File: src/rtl/mips_multicycle_ctrl.sv
// Multicycle MIPS control unit.
// A Moore-style FSM steps the shared-memory, shared-ALU datapath through
// fetch, decode and the per-class execute/memory/writeback steps. Outputs
// follow the current state. Only ir_write/pc_en/instr_done react to
// mem_ready, and only pc_en reacts to zero. Reset forces every output low in
// the same cycle it is seen, so a write in flight is cut off at once.
module mips_multicycle_ctrl #(
  parameter bit MEM_WAIT_EN = 1'b1,
  parameter int STATE_W     = 4
) (
  input  logic               clk,
  input  logic               reset,
  input  logic [5:0]         op,
  input  logic [5:0]         funct,
  input  logic               zero,
  input  logic               mem_ready,
  output logic               pc_en,
  output logic               iord,
  output logic               mem_write,
  output logic               ir_write,
  output logic               reg_write,
  output logic               mem_to_reg,
  output logic               reg_dst,
  output logic               alu_src_a,
  output logic [1:0]         alu_src_b,
  output logic [1:0]         pc_src,
  output logic [2:0]         alu_control,
  output logic               instr_done,
  output logic               illegal_instr,
  output logic [STATE_W-1:0] dbg_state
);

  localparam logic [STATE_W-1:0] S_FETCH  = STATE_W'(4'd0);
  localparam logic [STATE_W-1:0] S_DECODE = STATE_W'(4'd1);
  localparam logic [STATE_W-1:0] S_MEMADR = STATE_W'(4'd2);
  localparam logic [STATE_W-1:0] S_MEMRD  = STATE_W'(4'd3);
  localparam logic [STATE_W-1:0] S_MEMWB  = STATE_W'(4'd4);
  localparam logic [STATE_W-1:0] S_MEMWR  = STATE_W'(4'd5);
  localparam logic [STATE_W-1:0] S_EXEC   = STATE_W'(4'd6);
  localparam logic [STATE_W-1:0] S_ALUWB  = STATE_W'(4'd7);
  localparam logic [STATE_W-1:0] S_BRANCH = STATE_W'(4'd8);
  localparam logic [STATE_W-1:0] S_ADDIEX = STATE_W'(4'd9);
  localparam logic [STATE_W-1:0] S_ADDIWB = STATE_W'(4'd10);
  localparam logic [STATE_W-1:0] S_JUMP   = STATE_W'(4'd11);

  localparam logic [5:0] OP_RTYPE = 6'b000000;
  localparam logic [5:0] OP_LW    = 6'b100011;
  localparam logic [5:0] OP_SW    = 6'b101011;
  localparam logic [5:0] OP_BEQ   = 6'b000100;
  localparam logic [5:0] OP_ADDI  = 6'b001000;
  localparam logic [5:0] OP_J     = 6'b000010;

  localparam logic [5:0] FN_ADD = 6'b100000;
  localparam logic [5:0] FN_SUB = 6'b100010;
  localparam logic [5:0] FN_AND = 6'b100100;
  localparam logic [5:0] FN_OR  = 6'b100101;
  localparam logic [5:0] FN_SLT = 6'b101010;

  localparam logic [2:0] ALU_ADD = 3'b010;
  localparam logic [2:0] ALU_SUB = 3'b110;
  localparam logic [2:0] ALU_AND = 3'b000;
  localparam logic [2:0] ALU_OR  = 3'b001;
  localparam logic [2:0] ALU_SLT = 3'b111;

  logic [STATE_W-1:0] state_q;
  logic [STATE_W-1:0] state_d;
  logic               rdy_s;
  logic               funct_legal_s;
  logic [2:0]         funct_alu_s;

  // With the wait handshake disabled, memory is treated as always ready.
  assign rdy_s = mem_ready | ~MEM_WAIT_EN;

  // The debug view reads zero while reset is held, like every other output.
  assign dbg_state = reset ? '0 : state_q;

  // R-type funct decode: ALU operation plus a legality flag used in DECODE.
  always_comb begin
    funct_legal_s = 1'b1;
    funct_alu_s   = ALU_ADD;
    case (funct)
      FN_ADD:  funct_alu_s = ALU_ADD;
      FN_SUB:  funct_alu_s = ALU_SUB;
      FN_AND:  funct_alu_s = ALU_AND;
      FN_OR:   funct_alu_s = ALU_OR;
      FN_SLT:  funct_alu_s = ALU_SLT;
      default: begin
        funct_legal_s = 1'b0;
        funct_alu_s   = ALU_ADD;
      end
    endcase
  end

  // Per-state datapath controls and next-state selection.
  always_comb begin
    state_d       = S_FETCH;
    pc_en         = 1'b0;
    iord          = 1'b0;
    mem_write     = 1'b0;
    ir_write      = 1'b0;
    reg_write     = 1'b0;
    mem_to_reg    = 1'b0;
    reg_dst       = 1'b0;
    alu_src_a     = 1'b0;
    alu_src_b     = 2'b00;
    pc_src        = 2'b00;
    alu_control   = 3'b000;
    instr_done    = 1'b0;
    illegal_instr = 1'b0;
    if (reset) begin
      state_d = S_FETCH;
    end else begin
      case (state_q)
        S_FETCH: begin
          alu_control = ALU_ADD;
          alu_src_b   = 2'b01;
          ir_write    = rdy_s;
          pc_en       = rdy_s;
          state_d     = rdy_s ? S_DECODE : S_FETCH;
        end
        S_DECODE: begin
          // Branch target is precomputed into ALUOut while decoding.
          alu_control = ALU_ADD;
          alu_src_b   = 2'b11;
          case (op)
            OP_LW, OP_SW: state_d = S_MEMADR;
            OP_BEQ:       state_d = S_BRANCH;
            OP_ADDI:      state_d = S_ADDIEX;
            OP_J:         state_d = S_JUMP;
            OP_RTYPE: begin
              if (funct_legal_s) begin
                state_d = S_EXEC;
              end else begin
                illegal_instr = 1'b1;
                instr_done    = 1'b1;
                state_d       = S_FETCH;
              end
            end
            default: begin
              illegal_instr = 1'b1;
              instr_done    = 1'b1;
              state_d       = S_FETCH;
            end
          endcase
        end
        S_MEMADR: begin
          alu_control = ALU_ADD;
          alu_src_a   = 1'b1;
          alu_src_b   = 2'b10;
          state_d     = (op == OP_LW) ? S_MEMRD : S_MEMWR;
        end
        S_MEMRD: begin
          alu_control = ALU_ADD;
          iord        = 1'b1;
          state_d     = rdy_s ? S_MEMWB : S_MEMRD;
        end
        S_MEMWB: begin
          alu_control = ALU_ADD;
          mem_to_reg  = 1'b1;
          reg_write   = 1'b1;
          instr_done  = 1'b1;
          state_d     = S_FETCH;
        end
        S_MEMWR: begin
          // The write strobe stays up until memory accepts it.
          alu_control = ALU_ADD;
          iord        = 1'b1;
          mem_write   = 1'b1;
          instr_done  = rdy_s;
          state_d     = rdy_s ? S_FETCH : S_MEMWR;
        end
        S_EXEC: begin
          alu_control = funct_alu_s;
          alu_src_a   = 1'b1;
          alu_src_b   = 2'b00;
          state_d     = S_ALUWB;
        end
        S_ALUWB: begin
          alu_control = ALU_ADD;
          reg_dst     = 1'b1;
          reg_write   = 1'b1;
          instr_done  = 1'b1;
          state_d     = S_FETCH;
        end
        S_BRANCH: begin
          alu_control = ALU_SUB;
          alu_src_a   = 1'b1;
          alu_src_b   = 2'b00;
          pc_src      = 2'b01;
          pc_en       = zero;
          instr_done  = 1'b1;
          state_d     = S_FETCH;
        end
        S_ADDIEX: begin
          alu_control = ALU_ADD;
          alu_src_a   = 1'b1;
          alu_src_b   = 2'b10;
          state_d     = S_ADDIWB;
        end
        S_ADDIWB: begin
          alu_control = ALU_ADD;
          reg_write   = 1'b1;
          instr_done  = 1'b1;
          state_d     = S_FETCH;
        end
        S_JUMP: begin
          alu_control = ALU_ADD;
          pc_src      = 2'b10;
          pc_en       = 1'b1;
          instr_done  = 1'b1;
          state_d     = S_FETCH;
        end
        default: begin
          // Unused codes recover to FETCH with everything held low.
          state_d = S_FETCH;
        end
      endcase
    end
  end

  // State register with synchronous reset to FETCH.
  always_ff @(posedge clk) begin
    if (reset) begin
      state_q <= S_FETCH;
    end else begin
      state_q <= state_d;
    end
  end

endmodule
File: config.mk
export PLATFORM = sky130hd
export DESIGN_NAME = mips_multicycle_ctrl
export DESIGN_NICKNAME = d
export VERILOG_FILES = /design/src/rtl/mips_multicycle_ctrl.sv
export SDC_FILE = /design/constraint.sdc
export NUM_CORES = 1
export LEC_CHECK = 0
export ABC_AREA = 1
export CAP_MARGIN = 40
export CORE_MARGIN = 5
export CORE_UTILIZATION = 39
export CTS_BUF_LIST = sky130_fd_sc_hd__clkbuf_4
export DETAILED_ROUTE_END_ITERATION = 16
export PLACE_DENSITY = 0.8
export SETUP_SLACK_MARGIN = 0.15
export SYNTH_ARGS = -nofsm -noshare
export SYNTH_HDL_FRONTEND = slang
export SYNTH_SLANG_ARGS = --single-unit
File: constraint.sdc
create_clock -name clk -period 1.4 [get_ports clk]
set_input_delay 0.28 -clock clk [delete_from_list [all_inputs] [get_ports clk]]
set_output_delay 0.28 -clock clk [all_outputs]
set_load 0.05 [all_outputs]
==> results of run 1 <==
[metrics by stage]
step                std cells  hold slack, ps
global placement          220             646
detailed placement        220             679
floorplan                 136             496
[logic make-up after synthesis]
logic type | synth area share [%]
AND/OR/NAND/NOR | 58.6
buffers and inverters | 14.6
AO/OA/AOI/OAI | 14.8
flip-flops | 12.0
[cells in the mapped netlist]
cell type,n
sky130_fd_sc_hd__a41oi_1,1
sky130_fd_sc_hd__a21oi_1,9
sky130_fd_sc_hd__nor2_2,4
sky130_fd_sc_hd__nor2_4,2
sky130_fd_sc_hd__inv_2,6
sky130_fd_sc_hd__nand3_1,13
sky130_fd_sc_hd__nor3_1,5
sky130_fd_sc_hd__nand4_1,2
sky130_fd_sc_hd__nand2_2,2
sky130_fd_sc_hd__nor2_1,33
sky130_fd_sc_hd__dfxtp_1,4
sky130_fd_sc_hd__a211oi_1,1
sky130_fd_sc_hd__inv_1,18
sky130_fd_sc_hd__o21ai_1,1
sky130_fd_sc_hd__buf_1,2
sky130_fd_sc_hd__o21ai_0,4
sky130_fd_sc_hd__nand2_1,28
sky130_fd_sc_hd__o211ai_2,1
==> results, run 1 <==
- Once the floorplan was initialized, standard cells occupied 40.0% of the core.
- Counting along the longest clock path gives a buffer depth of 2.
- The mean post-synth cell area is 4.91 um2.
- The die is 51.4 um wide.
- The Yosys step of the flow raised 0 warnings.
- After synthesis the netlist holds a flip-flop and latch count of 4.
- The count of pins on the block boundary is 37.
- The worst setup slack before clock tree synthesis is -801 ps.
- The number of unique standard cell types used by synthesis is 18.
- The synthesized netlist occupies a cell area of 668 um2.
- The flow did not finish.
- The number of nets handed over by synthesis was 152.
- The floorplan step set the die height to 51.4 um.
- Input and output buffers added on the ports amount to 36.
- The synthesized design devotes to its leading area cell type 18.5% of total area.
- The area of placed instances is 1580 um2.
- The first error in the log reads "[ERROR DPL-0038] Utilization greater than 100%, impossible to legalize".
- The TritonCTS buffer count is 3.
- The synthesized netlist cell count is about 140.
- The leading area contributor after synthesis is sky130_fd_sc_hd__nor2_1.
- The sequential element share of the synthesized area is a little under an eighth.
- The weighted congestion reported at the end of routability-driven placement is 0.860.
- Ranked by total cell area, the synthesized netlist is headed by sky130_fd_sc_hd__nor2_1, sky130_fd_sc_hd__nand2_1, sky130_fd_sc_hd__dfxtp_1, sky130_fd_sc_hd__inv_1, sky130_fd_sc_hd__nand3_1.
- In this run, post-CTS hold repair placed 0 buffers.
- The stage where the flow stopped is clock tree synthesis (4_1_cts).
- The total half-perimeter wirelength after legalization and detailed placement is 3.33 mm.
- The number of setup buffers added after CTS is 21.
- The H-tree depth is 1.
- In this run the core area contains 15 standard-cell rows.
- The post-cts gate resize count is 115.
- The clock drives 4 sinks.
- The tree is rooted in a sky130_fd_sc_hd__clkbuf_4.
==> run 2, diff against run 1 <==
CORE_AREA = 5 5 66 68   (was unset)
CORE_MARGIN = unset   (was 5)
CORE_UTILIZATION = unset   (was 39)
CTS_BUF_LIST = unset   (was sky130_fd_sc_hd__clkbuf_4)
DIE_AREA = 0 0 71 73   (was unset)
PLACE_DENSITY = unset   (was 0.8)
PLACE_DENSITY_LB_ADDON = 0.15   (was unset)
SETUP_SLACK_MARGIN = unset   (was 0.15)
==> run 2 against run 1 <==
  * The flow now finishes, with violations (setup timing)
  * Synthesized cell count did not move
  * Synthesized area did not move
==> results, run 2 <==
- In this run the static leakage power is 0.976 nW.
- The share of cells above drive strength 1 is 71.2%.
- The placeable core area is 3800 um2.
- After detailed routing, the number of remaining DRC violations is 0.
- For this run, the leading register cell type out of synthesis is sky130_fd_sc_hd__dfxtp_1.
- Setup repair after global routing could not meet its margin everywhere.
- The sort of element at the end of the critical path is an output port.
- The first global-routing pass estimated ~5.8 mm of wire.
- The H-tree depth is 1.
- Data on the critical path arrives at its endpoint at approximately 1400 ps.
- The part of the cycle the worst path needs is 123%.
- The starting density of the core is roughly 18%.
- The number of nets in the synthesized netlist is 152.
- The critical path buffer and inverter count is 3.
- Pin placement for this block handled 37 I/O pins.
- The initial antenna violation count is 0.
- Among all cell types in the netlist, the one instantiated most often is sky130_fd_sc_hd__nor2_1.
- The number of antenna diodes in the final layout is 0.
- Setup violations remaining at the end of the flow were counted as 18.
- state_q holds more flip-flops than any other register.
- After detailed routing, the total wire length is 3.42 mm.
- The cell area after synthesis is between 600 and 700 um2.
- The leading area contributor after synthesis is sky130_fd_sc_hd__nor2_1.
- Dividing the detail-routed wire length by the instance count gives 12.1 um.
- The number of cell rows is 23.
- The cell at the root of the clock tree is sky130_fd_sc_hd__clkbuf_8.
- The final count of pins violating max slew came to 0.
- Relative to the synthesized area, the layout overhead comes to 225%.
- The die covers 5180 um2.
- The longest clock path from root to sink contains 2 buffers.
- STA classifies the critical path startpoint as a primary input.
- The floorplan step set the die width to around 70 um.
- The slew at the pin with the worst max-slew slack is 224 ps.
- Summed over all layers, the global routing overflow is 0.
- The checks that failed: setup timing.
- Headroom to the max-slew limit came out at between 80% and 90%.
- The final instance area is 2170 um2.
- For this run, the slowest stage of the critical path takes 230 ps.
- Counting every instance in the synthesized netlist gives 136.
- Entering global routing, the biggest net connects 14 pins.
- By instance count, the cell type seen most on the critical path is sky130_fd_sc_hd__nand2_2.
- The number of hold buffers added after CTS was 0.
- The total half-perimeter wirelength after legalization and detailed placement is 2.45 mm.
- Routability-driven placement finished with a final weighted congestion of between 0.7 and 0.8.
- The number of warnings issued by yosys is 0.
- For this run, the total global-route usage over all layers was measured as 13.5%.
- Timing would allow up to 0.581 GHz.
- The family with the most delay on the worst path is buffers and inverters.
- Dividing the synthesized area by the synthesized cell count gives 4.91 um2.
- The register with the most flip-flops in the layout has 4 of them.
- Subtracting the final worst setup slack from the clock period gives between 1500 and 2000 ps.
- The clock skew is 4.29 ps.
- The required time at the worst-slack endpoint is approximately 1100 ps.
- The count of routing violations after the opening detailed-route iteration is 20.
- By area the synthesized netlist is led by sky130_fd_sc_hd__nor2_1, sky130_fd_sc_hd__nand2_1, sky130_fd_sc_hd__dfxtp_1, sky130_fd_sc_hd__inv_1, sky130_fd_sc_hd__nand3_1.
- The number of flops mapped to enable cells by yosys is 0.
- The final worst-path setup slack is -320 ps.
- The detailed-router iteration count before antenna repair is 4.
- Synthesis instantiated 18 different standard cells from the library.
- Power comes to 0.726 mW.
- The die outline height is 73 um.
- The number of hold violations in the final report is 0.
- The worst setup slack before clock tree synthesis is -627 ps.
- The flow ran to the end, but the final reports show violations.
- The number of vias per cell after detailed routing is 4.40.
- In this run the tool buffered the top-level ports with 36 buffer cells.
- On the critical path, the stage with the largest delay is an instance of sky130_fd_sc_hd__dlygate4sd2_1.
- Walking the worst path, the cells encountered are dlygate4sd2_1, inv_1, nand2_2, nor2_1, o21ai_1, nand3_2, nand2_2, nand2_4, a21oi_4, buf_12.
- TritonCTS built the clock tree.
- The TritonCTS buffer count is 3.
- The synthesized flop and latch total is 4.
- The share of the synthesized area in the top cell type is between 10% and 20%.
- The areal power density over the cells is 335 nW/um2.
- VDD sags by at most between 300 and 400 uV.
- The number of nets in the finished design is between 200 and 300.
- The number of global-route vias before repair is 1277.
- In this run the remaining antenna-violating nets after routing total 0.
- The library cells used most frequently in the layout, excluding fill and tap cells, are sky130_fd_sc_hd__buf_4, sky130_fd_sc_hd__nor2_4, sky130_fd_sc_hd__buf_12, sky130_fd_sc_hd__nand2_1, sky130_fd_sc_hd__buf_6.
- After detailed placement, the total cell area comes to 1790 um2.
- The largest registers in the layout are state_q x4.
- The clock latency of the later-clocked register in the worst-skew pair is 220 ps.
- The classification of the worst setup path is in -> out.
- The layout has 352 filler cells.
- The count of clock tree sinks is 4.
- The library cell used most frequently in the layout, excluding fill and tap cells, is sky130_fd_sc_hd__buf_4.
- After synthesis, the share of flip-flops with an asynchronous set or reset is 0%.
- Max-cap violations in this run came to 0.
- Sorting the synthesized cells by how often they occur yields sky130_fd_sc_hd__nor2_1, sky130_fd_sc_hd__nand2_1, sky130_fd_sc_hd__inv_1.
- After clock tree synthesis, the clock-pin slew on the worst setup and hold paths is approximately 30 ps.
- The sequential element share of the synthesized area is 12.0%.
- The classification of the worst-slack hold path is in -> reg.
- The vias after detailed routing is 1244.
- Of all nets on the critical path, the largest fanout is 2.
-- run 2: cell counts after synthesis --
No cell type changed its count.
-- run 2: cell families after synthesis --
| kind of cell | count (synthesis) | synth area share, % |
|---|---|---|
| buffers and inverters | 26 | 14.6 |
| flip-flops | 4 | 12.0 |
| AND/OR/NAND/NOR | 89 | 58.6 |
| AO/OA/AOI/OAI | 17 | 14.8 |
-- run 2: power breakdown --
part	internal [mW]	switching, mW	leakage (nW)
combinational	0.160	0.184	0.917
clock	0.195	0.0694	0.0228
sequential	0.111	0.00543	0.0355
total	0.467	0.259	0.976
-- run 2: stage by stage --
stage	setup TNS [ps]	std cells	utilization [%]	hold WS [ps]
after floorplan	-765	136	-	496
after global placement	-6660	266	47.0	715
after detailed placement	-6940	266	47.0	719
after CTS	-3810	276	54.5	603
after global routing	-4750	283	57.1	515
final	-3550	283	57.1	478
-- run 2: what timing repair did --
action | CTS | global route
endpoints found under the setup margin | 23 | 22
gates resized for setup | 83 | 23
buffers inserted | 10 | 9
pin swaps | 29 | 20
-- run 2: final timing paths --
path                              start                     to  slack, ps  cells past startpoint
setup / recovery                  op[4]             instr_done       -320                     10
hold / removal                    op[2]  state_q[0]$_SDFF_PP0_        480                      4
setup reg to reg  state_q[0]$_SDFF_PP0_  state_q[0]$_SDFF_PP0_         90                      7
hold reg to reg   state_q[1]$_SDFF_PP0_  state_q[2]$_SDFF_PP0_        750                      5
-- run 2: metal layers --
| metal | track usage [%] | vias to the layer above | part of all wire [%] |
|---|---|---|---|
| met3 | 1.38 | 10 | 3.9 |
| met2 | 26.4 | 34 | 55 |
| li1 | - | 629 | - |
| met4 | 3.76 | 0 | 2.8 |
| met1 | 15.5 | 571 | 38 |
| met5 | 0 | - | 0 |
-- run 2: area by class of cell --
type | count | area [um2] | area share, %
Sequential cell | 4 | 95.1 | 4.38
Timing Repair Buffer | 95 | 1040 | 48.1
Tap cell | 50 | 62.6 | 2.88
Inverter | 24 | 104 | 4.79
Multi-Input combinational cell | 106 | 820 | 37.8
Clock buffer | 4 | 45.0 | 2.08
-- run 2: tightest hold or removal path, stage by stage --
cell and delay [ps]:
sky130_fd_sc_hd__clkbuf_2 120, sky130_fd_sc_hd__nor3_1 70, sky130_fd_sc_hd__o21ai_1 110, sky130_fd_sc_hd__a21oi_1 70
(Power assumes the default switching activity.)
==> run 3, diff against run 2 <==
--- a/config.mk
+++ b/config.mk
@@ -8,2 +8,3 @@
 export ABC_AREA = 1
+export ABC_CLOCK_PERIOD_IN_PS = 1400
 export CAP_MARGIN = 40
==> constraint.sdc (replaced) <==
create_clock -name clk -period 1.4 [get_ports clk]
set_input_delay 0.35 -clock clk [delete_from_list [all_inputs] [get_ports clk]]
set_output_delay 0.35 -clock clk [all_outputs]
set_load 0.05 [all_outputs]
==> run 3 against run 2 <==
  * The run still ends with setup timing left
  * Register-to-register slack got worse by 50 ps
  * Final area fell by 0.12%
  * Core utilization fell by 0.066 points
  * Die area did not move
  * Sequential share of layout area barely moved
  * Flip-flop and latch count did not move
  * Maximum frequency fell by 2.0%
==> results, run 3 (synthesis gave the netlist of run 2 again) <==
- After the flow finishes, the layout carries non-filler instances totaling 279.
- The largest incremental delay on the critical path is 200 ps.
- Setup violations remaining at the end of the flow were counted as 18.
- The final worst-path setup slack is -355 ps.
- The required time at the worst-slack endpoint is roughly 1100 ps.
- In this run the count of I/O pins placed on the die edge is 37.
- The repair_antennas step left the layout with diodes totalling 0.
- The part of the cycle the worst path needs is 125%.
- In this run the static leakage power is 0.977 nW.
- The classification of the worst-slack hold path is in -> reg.
- The first global-routing pass estimated 5.10 mm of wire.
- The detailed-router iteration count before antenna repair is 4.
- For this run, the top clock speed supported by timing is 0.570 GHz.
- The count of routing violations after the opening detailed-route iteration is 16.
- The placeable core area is 3800 um2.
- Of all nets on the critical path, the largest fanout is 3.
- The checks that failed: setup timing.
- Before CTS, the worst setup slack after placement is -748 ps.
- After clock tree synthesis, the flow added hold-fix buffers numbering 0.
- The die width is 71 um.
- The start of the worst register-to-register path is state_q[2]$_SDFF_PP0_.
- The final instance area is around 2200 um2.
- Setup slack on the worst reg-to-reg path comes out at 40 ps.
- The total overflow left after global routing is 0.
- Overall power consumption after layout is estimated at approximately 0.70 mW.
- Once layout is complete, the utilization of the core stands at 57.0%.
- The share of cells above drive strength 1 is 75.1%.
- Headroom to the max-slew limit came out at 85.8%.
- Traced cell by cell, the critical path runs through clkdlybuf4s15_2, inv_2, nor2_1, o21ai_2, nand3_1, nand2_2, nand2_4, a21oi_4, buf_12.
- The data arrival at the endpoint of the critical path is 1400 ps.
- The layout has roughly 360 filler cells.
- Subtracting the final worst setup slack from the clock period gives 1750 ps.
- The clock skew is 1.09 ps.
- The library cells used most frequently in the layout, excluding fill and tap cells, are sky130_fd_sc_hd__buf_4, sky130_fd_sc_hd__nor2_4, sky130_fd_sc_hd__buf_6, sky130_fd_sc_hd__nand2_1, sky130_fd_sc_hd__buf_12.
- In the routed design, unresolved DRC markers number 0.
- After detailed routing, the average wire length per cell comes to 10.7 um.
- For the pin with the worst max-slew slack, the measured transition is 211 ps.
- The cell at the root of the clock tree is sky130_fd_sc_hd__clkbuf_8.
- Counting the buffers created by CTS gives 3.
- The areal power density over the cells is approximately 320 nW/um2.
- For the worst flop-to-flop path, the logic depth is 9.
- The vias after detailed routing is 1196.
- Clock latency on the worst-skew pair, taken at its later pin, is 210 ps.
- The initial antenna violation count is 0.
- The number of placed instances, taps included, is 261.
- For this run, the total global-route usage over all layers was measured as 11.9%.
- The area added between synthesis and finish is 224%.
- Measured along the y axis, the die boundary spans 73 um.
- The final count of pins violating max slew is 0.
- The most common cell after layout, fill and taps aside is sky130_fd_sc_hd__buf_4.
- The total area of sequential cells is roughly 95 um2.
- The buffer depth of the longest clock path is 2.
- The number of max-cap violations is 0.
- The largest registers in the layout are state_q x4.
- The flow ran to the end, but the final reports show violations.
- The hold slack is roughly 550 ps.
- The placed instances occupy a cell area of 1710 um2.
- Setup repair after global routing could not meet its margin everywhere.
- The congestion estimate from routability-driven global placement came to 0.841.
- The port buffer count is 36.
- The endpoint identified for the worst register-to-register timing path is state_q[0]$_SDFF_PP0_.
- The number of hold violations in the final report is 0.
- The number of vias per cell after detailed routing is about 4.3.
- The total half-perimeter wirelength after legalization and detailed placement is 2.40 mm.
- The multi-input combinational cells in the finished layout cover a total of a little under 900 um2.
- CTS built an H-tree with a depth of 1.
- The flip-flop count of the largest register, all copies and words added is 4.
- Once the floorplan was initialized, standard cells occupied 17.6% of the core.
- The number of nets in the finished design is 247.
- Adding up every negative setup slack in the final design gives -5110 ps.
- For this design, the sink count on the clock tree is 4.
- In this run the most critical hold path is launched from op[2].
- The TritonCTS clock tree is built.
- The critical path is of the in -> out type.
- The clock-pin transition on the worst setup and hold timing paths is 30 ps.
- The depth of the worst hold-timing path is 4.
- The worst ir drop on vdd is 320 uV.
- The area of the die is 5180 um2.
- The worst hold path terminates at state_q[0]$_SDFF_PP0_.
- The highest-delay cell along the critical path is sky130_fd_sc_hd__clkdlybuf4s15_2.
- The worst setup path is launched from a primary input.
- The pin count of the biggest net entering global routing is 18.
- The number of cell rows is 23.
- state_q holds more flip-flops than any other register.
- For this block, the routed nets add up to about 3.0 mm of wire.
- The number of global-route vias before repair is 1239.
- The sort of element at the end of the critical path is an output port.
- The residual antenna-violating net count after detailed routing is 0.
[run 3: cell types whose count changed in the layout (fill, tap and decap cells not counted), moves of 3 or more]
cell / previous run / this run
sky130_fd_sc_hd__buf_2: 0 / 5
sky130_fd_sc_hd__nor2_4: 22 / 26
sky130_fd_sc_hd__buf_12: 20 / 12
sky130_fd_sc_hd__buf_6: 14 / 24
sky130_fd_sc_hd__buf_4: 44 / 37
sky130_fd_sc_hd__clkdlybuf4s15_1: 3 / 0
sky130_fd_sc_hd__nor2_2: 6 / 2
[run 3: repair_timing]
item                                    4_1_cts  5_1_grt
pin swaps                                    27       21
resized for setup                            91       37
endpoints found under the setup margin       21       24
cloned                                        0        0
setup buffers                                14        5
[run 3: area by class of cell]
class,count,area share (%)
sequential,4,4.39
multi-input combinational,106,41.3
clock buffer,3,1.91
tap,50,2.89
timing repair buffer,92,44.5
inverter,24,5.08
[run 3: critical path, delay by kind of cell]
kind	cells	cell delay [ps]
buf+inv	3	420
simple gates	4	330
compound gates	2	300
[run 3: worst max path at each step]
stage / from / slack, ps / cells after the start / to
detailed placement: op[2] / -750 / 10 / instr_done
CTS: state_q[2]$_SDFF_PP0_ / -360 / 8 / alu_control[2]
floorplan: op[1] / -160 / 7 / instr_done
global route: state_q[3]$_SDFF_PP0_ / -420 / 9 / pc_en
global placement: op[1] / -700 / 10 / instr_done
finish: op[3] / -350 / 9 / instr_done
[run 3: layer usage]
metal,share of wire [%],vias to the layer above,GRT usage (%)
met4,0.80,0,4.18
met1,37,546,13.0
met2,57,28,23.2
met5,0,-,0
li1,-,618,-
met3,4.6,4,1.79
[run 3: power breakdown]
part           total [mW]  leakage (nW)  internal [mW]  switching [mW]
Sequential          0.117        0.0355          0.111         0.00589
Combinational       0.348         0.920          0.160           0.188
Clock               0.237        0.0216          0.183          0.0544
Total               0.703         0.977          0.455           0.248
